**config.mk**
```make
export PLATFORM = sky130hd
export DESIGN_NAME = a_bus_controller
export DESIGN_NICKNAME = d
export VERILOG_FILES = /design/src/rtl/a_bus_controller.sv
export SDC_FILE = /design/constraint.sdc
export NUM_CORES = 1
export LEC_CHECK = 0
export ABC_AREA = 0
export CAP_MARGIN = 0
export CORE_UTILIZATION = 40
export DETAILED_ROUTE_END_ITERATION = 10
export SYNTH_ARGS = -nofsm -noshare
export SYNTH_HDL_FRONTEND = slang
export SYNTH_SLANG_ARGS = --single-unit
export TNS_END_PERCENT = 10
```
**constraint.sdc**
```tcl
create_clock -name clk -period 4.06 [get_ports clk]
set_clock_uncertainty 0.05 [all_clocks]
set_input_delay 0.812 -clock clk [delete_from_list [all_inputs] [get_ports clk]]
set_output_delay 0.812 -clock clk [all_outputs]
set_load 0.05 [all_outputs]
```
**src/rtl/a_bus_controller.sv**
```systemverilog
// a_bus_controller
//   Sequential half of the bus arbiter. It takes the priority selector's picks
//   (request / sel_master / sel_slave), owns the bus FSM, the current owner
//   registers and the split-threshold counter, and feeds that state back to
//   the selector. Every output comes straight from a flop.
//
// Ports
//   clk, rst       clock (rising edge) and asynchronous active-high reset
//   request        selector: at least one master is requesting
//   sel_master     selector's chosen master index
//   sel_slave      selector's chosen slave id (0 = none)
//   done           per-master release/ack; only bit [cur_master] is used
//   state          to selector: 0 = idle, 1 = bus owned
//   cur_master     to selector: current owner
//   cur_slave      to selector: current target slave
//   thresh         to selector: BUSY has lasted THRESH_CYCLES cycles
//   grant          one-hot bus grant
//   slave_sel      slave mux select (0 = none)
//   preempt        one-cycle release request to the current owner
module a_bus_controller #(
  parameter int NO_MASTERS    = 2,
  parameter int NO_SLAVES     = 3,
  parameter int S_ID_WIDTH    = $clog2(NO_SLAVES + 1),
  parameter int M_ID_WIDTH    = $clog2(NO_MASTERS),
  parameter int THRESH_CYCLES = 8,
  parameter int CNT_WIDTH     = $clog2(THRESH_CYCLES + 1)
) (
  input  logic                  clk,
  input  logic                  rst,
  input  logic                  request,
  input  logic [M_ID_WIDTH-1:0] sel_master,
  input  logic [S_ID_WIDTH-1:0] sel_slave,
  input  logic [NO_MASTERS-1:0] done,
  output logic                  state,
  output logic [M_ID_WIDTH-1:0] cur_master,
  output logic [S_ID_WIDTH-1:0] cur_slave,
  output logic                  thresh,
  output logic [NO_MASTERS-1:0] grant,
  output logic [S_ID_WIDTH-1:0] slave_sel,
  output logic [NO_MASTERS-1:0] preempt
);

  typedef enum logic [1:0] {
    ST_IDLE     = 2'd0,
    ST_GRANT    = 2'd1,
    ST_BUSY     = 2'd2,
    ST_HANDOVER = 2'd3
  } fsm_t;

  localparam logic [CNT_WIDTH-1:0] CNT_LIMIT = CNT_WIDTH'(THRESH_CYCLES);

  fsm_t                  fsm_q, fsm_d;
  logic [M_ID_WIDTH-1:0] cur_master_q, cur_master_d;
  logic [S_ID_WIDTH-1:0] cur_slave_q, cur_slave_d;
  logic [M_ID_WIDTH-1:0] pend_master_q, pend_master_d;
  logic [S_ID_WIDTH-1:0] pend_slave_q, pend_slave_d;
  logic [CNT_WIDTH-1:0]  cnt_q, cnt_d;
  logic                  state_q, state_d;
  logic                  thresh_q, thresh_d;
  logic [NO_MASTERS-1:0] grant_q, grant_d;
  logic [S_ID_WIDTH-1:0] slave_sel_q, slave_sel_d;
  logic [NO_MASTERS-1:0] preempt_q, preempt_d;

  always_comb begin
    fsm_d         = fsm_q;
    cur_master_d  = cur_master_q;
    cur_slave_d   = cur_slave_q;
    pend_master_d = pend_master_q;
    pend_slave_d  = pend_slave_q;
    cnt_d         = cnt_q;
    grant_d       = grant_q;
    slave_sel_d   = slave_sel_q;
    preempt_d     = '0;
    thresh_d      = 1'b0;

    unique case (fsm_q)
      ST_IDLE: begin
        grant_d     = '0;
        slave_sel_d = '0;
        cnt_d       = '0;
        if (request) begin
          fsm_d                = ST_GRANT;
          cur_master_d         = sel_master;
          cur_slave_d          = sel_slave;
          grant_d[sel_master]  = 1'b1;
          slave_sel_d          = sel_slave;
        end
      end

      ST_GRANT: begin
        // Grant is (re)asserted here so that an owner arriving from HANDOVER
        // sees it one cycle after the previous owner's grant dropped.
        fsm_d                 = ST_BUSY;
        cnt_d                 = '0;
        grant_d               = '0;
        grant_d[cur_master_q] = 1'b1;
        slave_sel_d           = cur_slave_q;
      end

      ST_BUSY: begin
        if (done[cur_master_q]) begin
          // Release wins over any simultaneous preempt candidate.
          fsm_d       = ST_IDLE;
          grant_d     = '0;
          slave_sel_d = '0;
          cnt_d       = '0;
        end else if (request && (sel_master != cur_master_q)) begin
          fsm_d                   = ST_HANDOVER;
          pend_master_d           = sel_master;
          pend_slave_d            = sel_slave;
          preempt_d[cur_master_q] = 1'b1;
        end else begin
          if (cnt_q != CNT_LIMIT) begin
            cnt_d = cnt_q + CNT_WIDTH'(1);
          end
          thresh_d = (cnt_d == CNT_LIMIT);
        end
      end

      ST_HANDOVER: begin
        // Outgoing master keeps its grant until it acknowledges; no timeout.
        if (done[cur_master_q]) begin
          fsm_d        = ST_GRANT;
          cur_master_d = pend_master_q;
          cur_slave_d  = pend_slave_q;
          grant_d      = '0;
          slave_sel_d  = '0;
          cnt_d        = '0;
        end
      end

      default: begin
        fsm_d       = ST_IDLE;
        grant_d     = '0;
        slave_sel_d = '0;
        cnt_d       = '0;
      end
    endcase

    state_d = (fsm_d != ST_IDLE);
  end

  always_ff @(posedge clk or posedge rst) begin
    if (rst) begin
      fsm_q         <= ST_IDLE;
      cur_master_q  <= '0;
      cur_slave_q   <= '0;
      pend_master_q <= '0;
      pend_slave_q  <= '0;
      cnt_q         <= '0;
      state_q       <= 1'b0;
      thresh_q      <= 1'b0;
      grant_q       <= '0;
      slave_sel_q   <= '0;
      preempt_q     <= '0;
    end else begin
      fsm_q         <= fsm_d;
      cur_master_q  <= cur_master_d;
      cur_slave_q   <= cur_slave_d;
      pend_master_q <= pend_master_d;
      pend_slave_q  <= pend_slave_d;
      cnt_q         <= cnt_d;
      state_q       <= state_d;
      thresh_q      <= thresh_d;
      grant_q       <= grant_d;
      slave_sel_q   <= slave_sel_d;
      preempt_q     <= preempt_d;
    end
  end

  assign state      = state_q;
  assign cur_master = cur_master_q;
  assign cur_slave  = cur_slave_q;
  assign thresh     = thresh_q;
  assign grant      = grant_q;
  assign slave_sel  = slave_sel_q;
  assign preempt    = preempt_q;

endmodule

```
==> impl_summary.txt <==
----------------------------------------------------
[Outcome]
  Status ... complete, no violations

[Die]
  DIE WIDTH ... 52.03 um
  Number of I/O pins ... 19
  Area of the die ... around 2700 um^2
  Initial cell density of the core ... 43.98%
  Height of the die ... 52.03 um
  Row count ... 17
  Core footprint ... around 2300 um^2

[Timing]
  Max Freq ... between 300 and 400 MHz
  Number of failing setup endpoints in the final timing report ... 0
  Crit share post-route ... a little over three fifths
  Setup total negative slack ... 0 ns
  Post-Route Hold Slack ... 0.4668 ns
  Transition time at the pin with the least slew margin ... around 0.74 ns
  Final-report max-slew violation count ... 0
  Final hold violations ... 0
  Relative slew slack ... 50.75%
  Unrepaired setup endpoints after global routing ... no
  Minimum clock period after layout ... 2.554 ns

[Placed design]
  Post-DP HPWL ... 1386 um
  Placed Area ... 1179 um^2
  Routability Congestion ... 0.7565
  Buffers added on ports ... 18

[Cells and area]
  Fraction of layout cells with a size suffix above 1 ... a little under an eighth
  Post-route standard cell area excluding fillers ... around 1200 um^2
  Post-layout utilization of the core ... 53.38%
  Commonest non-fill, non-tap cells in the layout ... 20 x sky130_fd_sc_hd__dfrtp_1, 18 x sky130_fd_sc_hd__clkdlybuf4s50_1, 9 x sky130_fd_sc_hd__nor2_1
  Net count, final ... 121
  Antenna fix cells ... 0
  Area growth, synth to finish ... 21.38%
  Most frequent standard cell in the layout excluding fill and tap cells ... sky130_fd_sc_hd__dfrtp_1

[Setup path]
  Launching point of the worst reg2reg path ... cur_master
  CP Max Fanout ... 8
  Cell count of the worst reg-to-reg path ... 4
  Kind of critical path ... reg2out
  Critical Path RT ... 3.20 ns
  Critical path's top delay family ... buffers and inverters
  Count of buffer and inverter cells on the critical path ... 1
  Slowest library cell on the worst path ... sky130_fd_sc_hd__clkdlybuf4s50_1
  Worst endpoint data arrival time ... 1.69 ns
  Crit-path cells ... clkdlybuf4s50_1
  Launching element type of the critical path ... flop
  Largest incremental delay on the critical path ... about 0.86 ns
  Endpoint of the lowest-slack register-to-register path ... pend_slave_q[1]
  Endpoint type of the worst setup path ... primary output
  Register-to-register setup slack ... 2.36 ns

[Job]
  Count of max-cap constraint violations ... 0

[Route]
  Via count ... 743
  Antenna violation net count after detailed routing ... 0
  Post-DR vias/cell ... 5.384
  Total wirelength of the detailed-routed design ... 1928 um
  DRC violation count after routing ... 0
  Routed wire per std cell ... 13.97 um
  DRC marker count from the first detailed-route iteration ... 23
  Number of optimization iterations in the first detailed-route pass ... 5

[Clock network]
  Buffer cell driving the clock tree root ... sky130_fd_sc_hd__clkbuf_4
  Number of buffers added by the clock tree synthesis step ... 3
  Hold-fix buffer count after cts ... 0
  Post-CTS setup-driven buffer insertion count ... 0
  Clock latency of the later-clocked register in the worst-skew pair ... 0.30 ns
  Max clock buf depth ... 2
  Total number of H-tree levels ... 1
  Clock slew at reported path FFs ... 0.12 ns
  Clock Sink Count ... 20
  Post-CTS Resized ... 0
  TritonCTS clock tree ... done

[GRT]
  Pin count of the biggest net entering global routing ... 21
  First-pass GRT wire length ... 3374 um
  Antenna violations before repair ... 0
  Vias in the first global route ... 764
  Grt total ovfl ... 0
  Overall fraction of global-route tracks in use ... between 10% and 20%

[Yosys]
  Yosys warns ... 0
  Post-synthesis average cell area ... 10.88 um^2
  Net count after synthesis ... 102
  Cells taking the most area after synthesis ... sky130_fd_sc_hd__dfrtp_1 50%, sky130_fd_sc_hd__mux2i_1 5.0%, sky130_fd_sc_hd__nor2_1 3.4%
  Yosys reg bits ... 20
  Proportion of synthesized chip area in sequential cells ... 50.00%
  Proportion of netlist area held by the largest area contributor ... approximately 50%
  Library cell occupying the most area in the post-synthesis netlist ... sky130_fd_sc_hd__dfrtp_1
  Cell variety after synth ... 34
  Number of standard cells after synthesis ... about 90
  Synthesized area ... 1001 um^2

[Pwr]
  Power density over the cells ... 698.9 nW/um^2
  Leakage power total ... 0.5513 nW
  Total power after layout ... approximately 0.85 mW
  Peak ir drop on the vdd network ... 0.3786 mV

[Worst hold path]
  Hold Path Sink ... slave_sel[1]
  Worst hold path cell count ... 2
  Startpoint of the worst hold path ... slave_sel[1]
  Kind of path behind the tightest hold check ... reg2reg

----------------------------------------------------
==> final cells by class <==
class | instances | area (um^2)
well taps | 28 | 35.03
fillers | 203 | 1061
repair buffers | 18 | 180.2
flip-flops and latches | 20 | 500.5
multi-input cells | 61 | 436.7
inverters | 7 | 26.28
clock buffers | 4 | 36.28
==> worst max path at each step <==
stage | start | to | slack (ns) | depth (start not counted)
6_report | cur_master | cur_master | 1.51 | 1
5_1_grt | cur_master | cur_master | 1.43 | 1
4_1_cts | cur_master | cur_master | 1.50 | 1
3_5_place_dp | sel_master | pend_slave_q[1] | 1.44 | 5
3_3_place_gp | sel_master | pend_slave_q[1] | 1.50 | 5
2_1_floorplan | sel_master | pend_slave_q[0] | 2.05 | 6
==> per-stage QoR <==
step,instances,setup slack [ns]
floorplan,92,2.050
global placement,134,1.496
global route,138,1.431
CTS,138,1.495
finish,138,1.506
detailed placement,134,1.442
==> sequential cells by signal, summed over array words and instances, names as in the netlist, 2 cells and up <==
signal and count:
preempt 2, pend_slave_q 2, grant 2, cnt_q 4
fsm_q 2, cur_slave 2, slave_sel 2
==> cells in the mapped netlist <==
| master | n |
|---|---|
| sky130_fd_sc_hd__xnor2_1 | 1 |
| sky130_fd_sc_hd__nand4b_1 | 1 |
| sky130_fd_sc_hd__a21oi_1 | 5 |
| sky130_fd_sc_hd__a222oi_1 | 3 |
| sky130_fd_sc_hd__or2_1 | 1 |
| sky130_fd_sc_hd__o221ai_1 | 1 |
| sky130_fd_sc_hd__nor2_1 | 9 |
| sky130_fd_sc_hd__a211oi_1 | 2 |
| sky130_fd_sc_hd__mux2_4 | 2 |
| sky130_fd_sc_hd__nor3b_1 | 1 |
| sky130_fd_sc_hd__clkbuf_1 | 1 |
| sky130_fd_sc_hd__dfrtp_1 | 20 |
| sky130_fd_sc_hd__and2_1 | 1 |
| sky130_fd_sc_hd__inv_1 | 7 |
| sky130_fd_sc_hd__xor2_1 | 2 |
| sky130_fd_sc_hd__a21bo_2 | 1 |
| sky130_fd_sc_hd__or3_1 | 1 |
| sky130_fd_sc_hd__ha_1 | 2 |
| sky130_fd_sc_hd__nor2b_1 | 1 |
| sky130_fd_sc_hd__o21ai_2 | 1 |
| sky130_fd_sc_hd__a31o_2 | 1 |
| sky130_fd_sc_hd__mux2i_1 | 5 |
| sky130_fd_sc_hd__nor4_1 | 1 |
| sky130_fd_sc_hd__or2_2 | 1 |
| sky130_fd_sc_hd__o211ai_1 | 1 |
| sky130_fd_sc_hd__nand2b_1 | 1 |
| sky130_fd_sc_hd__o21ai_0 | 2 |
| sky130_fd_sc_hd__or3b_2 | 1 |
| sky130_fd_sc_hd__nand2_1 | 6 |
| sky130_fd_sc_hd__o31ai_1 | 1 |
| sky130_fd_sc_hd__nor4b_1 | 1 |
| sky130_fd_sc_hd__nor3b_2 | 2 |
| sky130_fd_sc_hd__nand3_1 | 3 |
| sky130_fd_sc_hd__buf_6 | 3 |
==> layer usage <==
metal / GRT usage [%] / vias to the layer above / routed length (um)
met4: 8.108 / 0 / 41
met3: 4.386 / 5 / 96
met5: 0 / - / 0
li1: - / 358 / -
met1: 22.86 / 353 / 933
met2: 26.71 / 27 / 857
==> power by group <==
part	internal [mW]	switching [mW]	total (mW)
registers	0.263	0.0644	0.327
logic	0.153	0.250	0.403
clock network	0.0547	0.0636	0.118
total	0.471	0.378	0.849
==> logic make-up (layout without fill, tap and decap cells) <==
group / count (synthesis) / count (layout) / synth area share, %
AO/OA/AOI/OAI: 18 / 18 / 13.13
XOR/XNOR: 3 / 3 / 2.625
adder cells (fa/ha/maj): 2 / 2 / 2.500
buffers and inverters: 11 / 29 / 6.375
flip-flops: 20 / 20 / 50.00
multiplexers: 7 / 7 / 8.000
AND/OR/NAND/NOR: 31 / 31 / 17.38
Note: power is estimated with default switching activity, not from simulation.
